## config.mk

```make
export PLATFORM = sky130hd
export DESIGN_NAME = fetch_unit
export DESIGN_NICKNAME = d
export VERILOG_FILES = /design/src/rtl/fetch_unit.sv
export SDC_FILE = /design/constraint.sdc
export NUM_CORES = 1
export LEC_CHECK = 0
export ABC_AREA = 1
export CAP_MARGIN = 10
export CORE_ASPECT_RATIO = 1.75
export CORE_MARGIN = 4
export CORE_UTILIZATION = 48
export DETAILED_ROUTE_END_ITERATION = 8
export PLACE_DENSITY = 0.73
export SETUP_SLACK_MARGIN = 0.1
export SYNTH_ARGS = -nofsm -noshare
export SYNTH_HDL_FRONTEND = slang
export SYNTH_SLANG_ARGS = --single-unit
```

## constraint.sdc

```tcl
create_clock -name clk -period 3.85 [get_ports clk]
set_input_delay 0.5775 -clock clk [delete_from_list [all_inputs] [get_ports clk]]
set_output_delay 0.5775 -clock clk [all_outputs]
set_load 0.02 [all_outputs]
```

## src/rtl/fetch_unit.sv

```systemverilog
// fetch_unit: instruction fetch stage for a 16-bit word machine.
//
// Drives pc / next_pc into a unified word memory and receives the two words
// at those addresses combinationally. Each cycle it forms one candidate
// instruction entry: one word, or two words when fetch_instr[15] is set, with
// the second word as the immediate. Complete entries go into a small FIFO
// whose head is presented to decode through a valid/ready handshake.
//
// Handshake: an entry is transferred on a rising edge where out_valid and
// out_ready are both high. out_* stay stable while out_valid=1 and
// out_ready=0, and hold their last value while the queue is empty.
//
// Ports:
//   clk, rst_n        clock (rising edge), asynchronous active-low reset
//   fetch_en          allows fetching/pushing new instructions
//   pc, next_pc       fetch addresses (pc register and pc+1)
//   fetch_instr       memory word at pc
//   fetch_next_instr  memory word at next_pc
//   redirect          flush the queue and reload pc from redirect_pc
//   redirect_pc       new pc used when redirect=1
//   out_valid         queue head is valid
//   out_ready         decode accepts the head
//   out_instr         head instruction word
//   out_imm           head immediate (0 for one-word instructions)
//   out_len           0 = one word, 1 = two words
//   out_pc            address of the head instruction
module fetch_unit #(
  parameter logic [15:0] RESET_PC = 16'h0000,
  parameter int          DEPTH    = 2
) (
  input  logic        clk,
  input  logic        rst_n,
  input  logic        fetch_en,
  output logic [15:0] pc,
  output logic [15:0] next_pc,
  input  logic [15:0] fetch_instr,
  input  logic [15:0] fetch_next_instr,
  input  logic        redirect,
  input  logic [15:0] redirect_pc,
  output logic        out_valid,
  input  logic        out_ready,
  output logic [15:0] out_instr,
  output logic [15:0] out_imm,
  output logic        out_len,
  output logic [15:0] out_pc
);

  typedef struct packed {
    logic [15:0] instr;
    logic [15:0] imm;
    logic        len;
    logic [15:0] pc;
  } entry_t;

  localparam int AW = (DEPTH > 1) ? $clog2(DEPTH) : 1;
  localparam int CW = AW + 1;
  localparam logic [CW-1:0] DEPTH_C = CW'(DEPTH);

  logic [15:0]   pc_q;
  entry_t        store [DEPTH];
  logic [AW-1:0] rd_ptr;
  logic [AW-1:0] wr_ptr;
  logic [CW-1:0] count;
  entry_t        head_q;

  logic          len;
  entry_t        new_entry;
  logic          pop;
  logic          push;
  logic [CW-1:0] remaining;
  logic [AW-1:0] head_idx;
  entry_t        head_next;
  logic          load_head;

  assign len       = fetch_instr[15];
  assign new_entry = '{instr: fetch_instr,
                       imm:   len ? fetch_next_instr : 16'h0000,
                       len:   len,
                       pc:    pc_q};

  assign out_valid = (count != '0);
  assign pop       = out_valid & out_ready;
  // A pop frees a slot in the same cycle, so a full queue still accepts a push.
  assign push      = fetch_en & ~redirect & ((count < DEPTH_C) | pop);

  // head_q is a registered copy of the queue head. Work out what the head
  // will be after this edge: the next stored entry if anything remains after
  // the pop, otherwise the entry being pushed right now (empty-queue bypass
  // into the register, giving one-cycle latency).
  always_comb begin
    remaining = count - CW'(pop);
    head_idx  = rd_ptr + AW'(pop);
    head_next = head_q;
    load_head = 1'b0;
    if (!redirect) begin
      if (remaining != '0) begin
        head_next = store[head_idx];
        load_head = 1'b1;
      end else if (push) begin
        head_next = new_entry;
        load_head = 1'b1;
      end
    end
  end

  // Queue storage carries no reset; count/pointers decide what is valid.
  always_ff @(posedge clk) begin
    if (push) store[wr_ptr] <= new_entry;
  end

  always_ff @(posedge clk or negedge rst_n) begin
    if (!rst_n) begin
      pc_q   <= RESET_PC;
      rd_ptr <= '0;
      wr_ptr <= '0;
      count  <= '0;
      head_q <= '0;
    end else if (redirect) begin
      // Redirect wins: everything queued (including an entry popped this
      // cycle) is discarded and fetch restarts at redirect_pc.
      pc_q   <= redirect_pc;
      rd_ptr <= '0;
      wr_ptr <= '0;
      count  <= '0;
    end else begin
      if (push) begin
        pc_q   <= pc_q + (len ? 16'd2 : 16'd1);
        wr_ptr <= wr_ptr + AW'(1);
      end
      if (pop) rd_ptr <= rd_ptr + AW'(1);
      count <= count + CW'(push) - CW'(pop);
      if (load_head) head_q <= head_next;
    end
  end

  assign pc        = pc_q;
  assign next_pc   = pc_q + 16'd1;
  assign out_instr = head_q.instr;
  assign out_imm   = head_q.imm;
  assign out_len   = head_q.len;
  assign out_pc    = head_q.pc;

endmodule

```

==> impl_results.md <==
* GR Overflow Total at 0
* I/O Pins at 135
* Syn Inst Count at 919
* EDFF count, synth at 96
* Drt total wl at 21300 um
* Layout cell share with drive strength beyond 1 at 0.0599
* CTS hold repair buffers at 0
* Vias at 6512
* Syn. warnings at 0
* Wirelength per Cell at 17.0 um
* Synth Register Bits at 164
* Core area at 16400 um^2
* Num rows at 62
* Final net count at 1081
* Most frequent cells in the layout: 170 x inv_1, 168 x nand3_1, 160 x nor2_1
* Fill cells at 1417
* Final min period at 3.19 ns
* Mapped Area at 8030 um^2
* Hold Path Class: input pin to async pin
* Max-cap violation count at 0
* Drt drc at 0
* Crit Path Max Fanout at 8
* Met2 WL at 11400 um
* Post-CTS setup buffers at 0
* Root Buffer: clkbuf_16
* CP arrival at 2.61 ns
* Register Area at 4580 um^2
* Worst skew pair latency at 0.42 ns
* Die area at 18900 um^2
* CP endpoint kind: output pin
* Relative slew slack at 0.286
* Critical path startpoint category: register
* Antenna cells at 0
* Input/output buffers at 134
* Final hold vios at 0
* Main synth FF type: edfxtp_1
* Placed Area at 9450 um^2
* Final period utilization at 0.828
* Count of final max-slew check failures at 0
* Syn nets at 978
* Largest net degree at the start of global routing at 97
* DIE HEIGHT at 179 um
* FMAX at 314 MHz
* Number of global-route vias before repair at 6463
* Worst Path Required at 3.27 ns
* DR iter-0 viols at 471
* Die Wd at 106 um
* Peak VDD IR at 0.000304 V
* Setup Viol. Count Final at 0
* Top cells by area, synth: edfxtp_1 36%, dfrtp_1 21%, nand3_1 11%
* Syn_area_per_cell at 8.73 um^2
* Drt pass-1 iters at 5
* Final instance area at 10000 um^2
* Metal1 wirelength at 8140 um
* Starting Density at 0.488
* Commonest non-fill, non-tap cell in the layout: inv_1
* Sink Count at 164
* GRT Total Usage at 0.228
* CTS tree: done
* Multi-input logic area at 2490 um^2
* Hpwl dp at 13500 um
* Share of the synthesized area in the top cell type at 0.359
* Max Used Layer: met4
* Async SR Flop Fraction at 0.415
* LEAKAGE at 4.48 nW
* H-tree depth at 4
* PD cells at 664 nW/um^2
* Skew final at 0.0104 ns
* Layout area overhead at 25.0%
* CTS Buffer Depth at 2
* Status: completed
* Hold_ws at 0.317 ns
* Count of cell types in the netlist at 28
* Worst-Margin Slew at 1.07 ns
* First-pass GRT wire length at 33700 um
* Post-layout util at 0.610
* Met3 wire len at 1260 um
* Post-synthesis sequential area ratio at 0.571
* Resize count post-CTS at 0
* CTS clk-pin slew, worst paths at 0.07 ns
* Final ANT Viol Nets at 0
* Drt via density at 5.17
* Initial antenna violation count at 0
* GP Congestion at 0.906
* Fin Setup TNS at 0 ns
* Num CTS Buffers at 17
* WS Path Type: register to output pin
* Unrepaired setup endpoints after global routing: no
* Leading area contributor after synthesis: edfxtp_1
==> cell families (layout without fill, tap and decap cells) <==
| group | Yosys count | after routing | share of synthesized area |
|---|---|---|---|
| buffers and inverters | 237 | 353 | 0.123 |
| flip-flops | 164 | 164 | 0.571 |
| AND/OR/NAND/NOR | 420 | 420 | 0.226 |
| AO/OA/AOI/OAI | 74 | 74 | 0.0502 |
| XOR/XNOR | 18 | 18 | 0.0196 |
| adder cells (fa/ha/maj) | 6 | 6 | 0.0103 |
==> worst max-delay path: stages, from the launching register on <==
cell and delay (ns):
dfrtp_1 0.57, inv_1 0.18, nor3_2 0.27, nand2_1 0.23, nor2_1 0.16, xor2_1 0.16
clkdlybuf4s50_1 0.63
==> cell usage after synthesis (2+ instances only) <==
| cell type | n |
|---|---|
| a21oi_1 | 51 |
| buf_1 | 2 |
| buf_2 | 19 |
| buf_4 | 19 |
| clkbuf_1 | 23 |
| dfrtp_1 | 68 |
| edfxtp_1 | 96 |
| ha_1 | 5 |
| inv_1 | 170 |
| inv_2 | 4 |
| nand2_1 | 83 |
| nand3_1 | 170 |
| nor2_1 | 162 |
| nor3_2 | 2 |
| o211ai_1 | 4 |
| o21ai_0 | 10 |
| o21ai_1 | 4 |
| xor2_1 | 17 |
==> final cells by class <==
cell class / count / share of cell area
Clock buffer: 18 / 0.0438
Tap cell: 224 / 0.0279
Timing Repair Buffer: 147 / 0.143
Multi-Input combinational cell: 518 / 0.249
Sequential cell: 164 / 0.457
Inverter: 174 / 0.0651
Clock inverter: 14 / 0.0141
==> sequential cells by signal, summed over array words and instances, names as in the netlist <==
register	flops
out_instr	16
wr_ptr	1
pc	16
out_pc	16
store	96
out_imm	16
count	2
rd_ptr	1
==> stage by stage <==
step | setup slack (ns) | instances | power, W
floorplan | 0.349 | 919 | 0.00394
detailed placement | 1.06 | 1227 | 0.00504
CTS | 0.679 | 1259 | 0.00670
global placement | 1.12 | 1227 | 0.00499
finish | 0.662 | 1259 | 0.00666
global route | 0.543 | 1259 | 0.00702
==> layer usage <==
| metal | GRT usage | up-vias |
|---|---|---|
| li1 | - | 3118 |
| met1 | 0.271 | 3097 |
| met2 | 0.415 | 263 |
| met3 | 0.0339 | 34 |
| met4 | 0.0913 | 0 |
| met5 | 0 | - |
==> report_power, final <==
part | switching [W] | internal, W | total [W]
Clock | 0.000730 | 0.000925 | 0.00165
Sequential | 0.000277 | 0.00225 | 0.00253
Combinational | 0.00147 | 0.00100 | 0.00248
Total | 0.00248 | 0.00418 | 0.00666
==> worst paths after layout <==
path,depth (start not counted),slack (ns),startpoint,endpoint
min in group clk,2,0.52,out_instr[7],out_instr[7]
min reg2reg,2,0.52,out_instr[7],out_instr[7]
min,1,0.32,rst_n,out_instr[8]
max,6,0.66,pc[2],next_pc[9]
max reg2reg,6,1.75,count[1],out_instr[12]
max in group asynchronous,1,2.91,rst_n,out_pc[15]
Note: power is estimated with default switching activity, not from simulation.
